==> src/rtl/serial_sub_pkg.sv <==
// Shared types and constants for the bit-serial subtractor.
package serial_sub_pkg;

    localparam int unsigned WIDTH_DEFAULT = 8;

    typedef enum logic [1:0] {
        IDLE  = 2'd0,
        SHIFT = 2'd1,
        DONE  = 2'd2
    } state_t;

endpackage

==> src/rtl/fs.sv <==
// One-bit full-subtractor cell: Diff = A - B - Borrow_in.
module fs (
    input  logic A,
    input  logic B,
    input  logic Borrow_in,
    output logic Diff,
    output logic Borrow_out
);

    assign Diff       = A ^ B ^ Borrow_in;
    assign Borrow_out = (~A & B) | (~(A ^ B) & Borrow_in);

endmodule

==> src/rtl/serial_sub.sv <==
// Bit-serial unsigned subtractor: one bit per clock, LSB first, through a single fs cell.
module serial_sub
    import serial_sub_pkg::*;
#(
    parameter int unsigned WIDTH = WIDTH_DEFAULT
) (
    input  logic             clk,
    input  logic             rst,
    input  logic             start,
    input  logic [WIDTH-1:0] A,
    input  logic [WIDTH-1:0] B,
    input  logic             Borrow_in,
    output logic             busy,
    output logic             done,
    output logic [WIDTH-1:0] Diff,
    output logic             Borrow_out
);

    localparam int unsigned CNT_W = $clog2(WIDTH + 1);

    state_t           r_state;
    state_t           w_state_next;
    logic [WIDTH-1:0] r_a;
    logic [WIDTH-1:0] r_b;
    logic [WIDTH-1:0] r_res;
    logic [WIDTH-1:0] r_diff;
    logic             r_borrow;
    logic             r_bout;
    logic [CNT_W-1:0] r_cnt;
    logic             w_d;
    logic             w_bo;
    logic             w_last;

    assign w_last     = (r_cnt == CNT_W'(WIDTH - 1));
    assign Diff       = r_diff;
    assign Borrow_out = r_bout;

    fs u_fs (
        .A          (r_a[0]),
        .B          (r_b[0]),
        .Borrow_in  (r_borrow),
        .Diff       (w_d),
        .Borrow_out (w_bo)
    );

    // State register.
    always_ff @(posedge clk) begin
        if (rst) begin
            r_state <= IDLE;
        end else begin
            r_state <= w_state_next;
        end
    end

    // Next-state and Moore outputs.
    always_comb begin
        w_state_next = r_state;
        busy         = 1'b0;
        done         = 1'b0;
        unique case (r_state)
            IDLE: begin
                if (start) begin
                    w_state_next = SHIFT;
                end
            end
            SHIFT: begin
                busy = 1'b1;
                if (w_last) begin
                    w_state_next = DONE;
                end
            end
            DONE: begin
                done         = 1'b1;
                w_state_next = IDLE;
            end
            default: w_state_next = IDLE;
        endcase
    end

    // Operand capture, per-bit shifting, and result publish on the final bit only.
    always_ff @(posedge clk) begin
        if (rst) begin
            r_a      <= '0;
            r_b      <= '0;
            r_res    <= '0;
            r_diff   <= '0;
            r_borrow <= 1'b0;
            r_bout   <= 1'b0;
            r_cnt    <= '0;
        end else if (r_state == IDLE) begin
            if (start) begin
                r_a      <= A;
                r_b      <= B;
                r_borrow <= Borrow_in;
                r_cnt    <= '0;
            end
        end else if (r_state == SHIFT) begin
            r_a      <= r_a >> 1;
            r_b      <= r_b >> 1;
            r_borrow <= w_bo;
            r_res    <= {w_d, r_res[WIDTH-1:1]};
            r_cnt    <= r_cnt + CNT_W'(1);
            // Partial results stay in r_res; Diff only moves when the last bit lands.
            if (w_last) begin
                r_diff <= {w_d, r_res[WIDTH-1:1]};
                r_bout <= w_bo;
            end
        end
    end

endmodule

==> config.mk <==
export PLATFORM = sky130hd
export DESIGN_NAME = serial_sub
export DESIGN_NICKNAME = d
export VERILOG_FILES = /design/src/rtl/serial_sub_pkg.sv /design/src/rtl/fs.sv /design/src/rtl/serial_sub.sv
export SDC_FILE = /design/constraint.sdc
export NUM_CORES = 1
export LEC_CHECK = 0
export CAP_MARGIN = 20
export CELL_PAD_IN_SITES_DETAIL_PLACEMENT = 0
export CELL_PAD_IN_SITES_GLOBAL_PLACEMENT = 1
export CORE_UTILIZATION = 25
export DETAILED_ROUTE_END_ITERATION = 8
export GPL_ROUTABILITY_DRIVEN = 0
export HOLD_SLACK_MARGIN = 0.15
export PLACE_DENSITY_LB_ADDON = 0.08
export SYNTH_ARGS = -nofsm -noshare
export SYNTH_HDL_FRONTEND = slang
export SYNTH_SLANG_ARGS = --single-unit
export TNS_END_PERCENT = 30
==> constraint.sdc <==
create_clock -name clk -period 1.8 [get_ports clk]
set_input_delay 0.54 -clock clk [delete_from_list [all_inputs] [get_ports clk]]
set_output_delay 0.54 -clock clk [all_outputs]
set_load 0.01 [all_outputs]
# [Word-level counts from Yosys, hierarchy flattened]
# Index checks and enable logic that the tools add are counted.
[classes] add_sub_neg=1 n_eq_ne=5 muxes=17 bitwise_logic=8 reduce_logical=6
[ops] cell="$mux 8" n=6
[ops] cell="$mux 4" n=3
[ops] cell="$reduce_and 2->1" n=3
[ops] cell="$mux 1" n=5
[ops] cell="$add 4x1->4 const B" n=1
[ops] cell="$eq 4x3->1 const B" n=1
[ops] cell="$mux 2" n=2
[ops] cell="$ne 2x2->1 const B" n=2
[ops] cell="$pmux 2 s2" n=1
[ops] cell="$not 1->1" n=3
[ops] cell="$reduce_and 3->1" n=1
[ops] cell="$and 1x1->1" n=2
[ops] cell="$eq 2x1->1 const B" n=1
[ops] cell="$eq 2x2->1 const B" n=1
[ops] cell="$logic_not 2->1" n=1
[ops] cell="$reduce_bool 2->1" n=1
[ops] cell="$xor 1x1->1" n=2
[ops] cell="$or 1x1->1" n=1
[word_totals] regBits=40 in_bits=20 out_inout_bits=11 elab_cells=45

# [Longest topological paths before layout]
[logic_depth] word_depth=6 mapped_depth=6 depth_no_buf=5

# [Cells and area by module]
# From an unflattened synthesis, not the netlist that was laid out.
[hier_totals] hier_cells=191 hier_area_um2=1666.6
[by_module_without_submodules] module="serial_sub" instances=1 cells_per_inst=187 area_each_um2=1635.3 seq_area_each_um2=780.7
[by_module_without_submodules] module="fs" instances=1 cells_per_inst=4 area_each_um2=31.3 seq_area_each_um2=0.0

# [Least setup slack after synthesis]
# Ideal clock, no wire load.
[synth_path] path_type="reg-to-output" start="reg r_state[1]" end="out done" arrival_ns=0.885 setup_slack_ns=0.375 stages_incl_launch_ff=4 path_cell_list="dfxtp_1 inv_1 clkbuf_1 nor2_1"
[synth_between] elab_chain_len=2
[synth_lines] item="start, declared" line_no="serial_sub.sv:21" rtl="state_t r_state;"
[synth_lines] item="start signal, assigned" line_no="serial_sub.sv:51" rtl="r_state <= w_state_next;"
[synth_lines] item="$eq 2x2->1" line_no="serial_sub.sv:60" rtl="unique case (r_state)"
[synth_lines] item="$mux 1" line_no="serial_sub.sv:60"
[synth_lines] item="end, declared" line_no="serial_sub.sv:14" rtl="output logic done,"
# Every way passes these cells.

# [Worst setup path in the final report]
[layout_path] start="reg r_diff[6], in the netlist Diff[6]" end="out Diff[6]"
[layout_lines] item="start, declared" line_no="serial_sub.sv:26" rtl="logic [WIDTH-1:0] r_diff;"
[layout_lines] item="start signal, assigned" line_no="serial_sub.sv:105" rtl="r_diff <= {w_d, r_res[WIDTH-1:1]};"
[layout_lines] item="end, declared" line_no="serial_sub.sv:15" rtl="output logic [WIDTH-1:0] Diff,"
# No word-level cell between the ends.

==> flow_summary.toml <==
[finish]
seqCellArea_um2 = 782
synthToLayoutAreaGrowth_pct = 28.9
stdcell_count = 299
nNetsFinal = 243
final_util = 0.340
nFillCells = 676
layout-drive-gt1-share = 0.149
final_area_um2 = 2210
multi_input_comb_area_um2 = 795
n_antenna_cell = 0

[synthesis]
yosysWarningCount = 0
synth_simple_gate_area_frac = 0.161
synth_top_area_share = 0.456
synth_cell_types = 33
synth-seq-area-share = 0.456
synth_area_um2 = 1710
avgSynthCellArea_um2 = 9.11
ys.flop_type = "dfxtp_1"
ys_top_cells_by_count = "39 x dfxtp_1, 26 x nor2_1, 19 x nand2_1"
ys_async_sr_fraction = 0
synth_top_area_cell = "dfxtp_1"
syn_inst = 188
synth_edf_count = 0
synth_top_family_by_area = "compound AO/OA/AOI/OAI gates"
ys_ff_latch = 39
synthMuxAreaShare = 0
synthXorXnorAreaFrac = 0
yosysMostFrequentCell = "dfxtp_1"
synth_compound_area_frac = 0.283
syn_nets = 210
synthTopCellsByArea = "dfxtp_1 46%, a211oi_1 7.0%, nor2_1 5.7%, a21oi_1 4.7%, nand2_1 4.2%"
synthAdderAreaFrac = 0.0190

[setup_path]
slowest_stage = "clkdlybuf4s50_1"
startpoint = "Diff[6]"
cp-start-kind = "flip-flop"
critPathKind = "reg -> out"
crit_buf_inv = 1
reg2reg_to = "r_a[0]"
crit_end = "Diff[6]"
crit_cells = 1
worstPathArrival_ps = 1170
required_ps = 1260
cp-end-kind = "output port"
worst_r2r_path_depth = 4
crit_fanout = 2
crit_family = "buffers and inverters"
r2r_slack_ps = 310
r2r-start = "r_state[0]"
worstPathCellList = "clkdlybuf4s50_1"
cp_slowest_stage_delay_ps = 540

[floorplan]
dieArea_um2 = 7190
rows = 29
num_io_pins = 31
die_w_um = 84.8
start_util = 0.264
core_area_um2 = 6490
die_h_um = 84.8

[place]
dpl.hpwl_mm = 2.83
place_area_um2 = 2090
numPortBuffers = 30
placedCellCount = 291

[cts]
clk_latency_ps = 290
clk_pin_slew_ps = 80
cts_sinks = 39
clock_path_buffers = 2
ctsHoldBuffers = 0
cts-root-buf = "clkbuf_8"
cts_max_level = 2
cts_tree = "done"
postCtsSetupBuffers = 0
cts_buffers = 5

[pwr]
irDropWorstVdd_mv = 0.444
total_power_mw = 1.92
p_leak_nw = 0.797
p_per_area_nw_per_um2 = 868

[global_routing]
grt_pass1_wl_mm = 7.11
grt_use_met2 = 0.212
grt_util_all_layers = 0.127
grtUsageMet1 = 0.154
grt_pass1_vias = 1452
antenna_found_initial = 0
busiest_layer = "met2"
use_met3 = 0.0383
gr-total-overflow = 0
grt_max_degree = 40

[timing]
fmax_mhz = 586
final_max_slew_viol_count = 0
fin_crit_ps = 1710
period_share = 0.949
rsz0062_at_grt = "false"
relSlewSlack = 0.686
setup_viol = 0
finalHoldViolations = 0
worst_slew_pin_slew_ps = 470
fin_skew_ps = 5.95

[worst_hold_path]
hold_path_class = "reg -> reg"

[route]
drc = 0
drt_iter0_markers = 58
ant_nets = 0
drt_wl_total_mm = 4.21
first_pass_iters = 6
wl_per_cell_um = 14.1
vias = 1453
viasPerCell = 4.86

[flow_run]
timing.max_cap.violations = 0

[outcome]
status = "complete, no violations"
## sequential cells by signal, indices dropped and copies added, names as in the netlist
signal,count
r_b,8
r_state,2
r_res,7
Diff,8
r_a,8
Borrow_out,1
r_borrow,1
r_cnt,4
## cell families after synthesis
family	Yosys count
simple gates	62
compound gates	65
flops	39
fa+ha+maj	2
buf+inv	20
## area by class of cell
class	count	share of cell area
multi-input combinational	129	0.360
sequential	39	0.354
timing repair buffer	41	0.178
tap	77	0.0436
clock buffer	6	0.0374
clock inverter	2	0.0159
inverter	5	0.0108
## what timing repair did
item,CTS,global route
endpoints found under the setup margin,2,1
gates resized for setup,3,1
cloned,0,0
## layer usage
layer / vias to the layer above / share of wire
li1: 736 / -
met3: 8 / 0.045
met5: - / 0
met1: 680 / 0.46
met4: 0 / 0.015
met2: 29 / 0.48
## how the worst min path moves through the flow
stage / startpoint / to / slack [ps] / cells past startpoint
2_1_floorplan: r_res[1] / r_res[1] / 440 / 2
3_3_place_gp: r_res[1] / r_res[1] / 450 / 2
3_5_place_dp: r_res[1] / r_res[1] / 450 / 2
4_1_cts: r_res[1] / r_res[1] / 460 / 2
5_1_grt: r_res[1] / Diff[0] / 490 / 2
6_report: r_res[1] / r_res[1] / 460 / 2
## stage by stage
| stage | setup TNS, ps | hold WS [ps] | setup slack (ps) |
|---|---|---|---|
| 2_1_floorplan | 0 | 437 | 375 |
| 3_3_place_gp | -4.34 | 446 | -3.15 |
| 3_5_place_dp | -502 | 451 | -75.6 |
| 4_1_cts | 0 | 462 | 62.2 |
| 5_1_grt | 0 | 489 | 18.1 |
| 6_report | 0 | 456 | 92.6 |
## worst reg2reg max path: stages (launching register included)
cell and delay [ps]:
dfxtp_1 350, buf_4 220, inv_1 380, o22ai_1 190, a211oi_1 260
## cells in the final DEF (no fill, tap or decap), drive strengths merged
master         netlist  layout
a211oi              16      16
a21bo                8       8
a21oi               17      17
a221oi               2       2
a22oi                3       3
a31oi                1       1
and2                 1       1
and3b                1       1
buf                 10      11
bufinv               0       1
clkbuf               5       6
clkdlybuf4s15        0       1
clkdlybuf4s50        0      28
clkinv               0       1
dfxtp               39      39
dlygate4sd2          0       1
fa                   1       1
ha                   1       1
inv                  5       5
nand2               19      19
nand2b               2       2
nand3               10      10
nor2                26      26
nor2b                1       1
nor3b                1       1
o21ai                1       1
o21ba                1       1
o21bai               1       1
o22ai                6       6
o2bb2ai              8       8
o32a                 1       1
or3                  1       1
## power breakdown
group	internal, mW	switching [mW]	total (mW)
sequential	0.903	0.0248	0.928
clock	0.449	0.306	0.755
combinational	0.112	0.123	0.235
total	1.46	0.453	1.92
No activity file was read; power rests on OpenSTA's default activity.
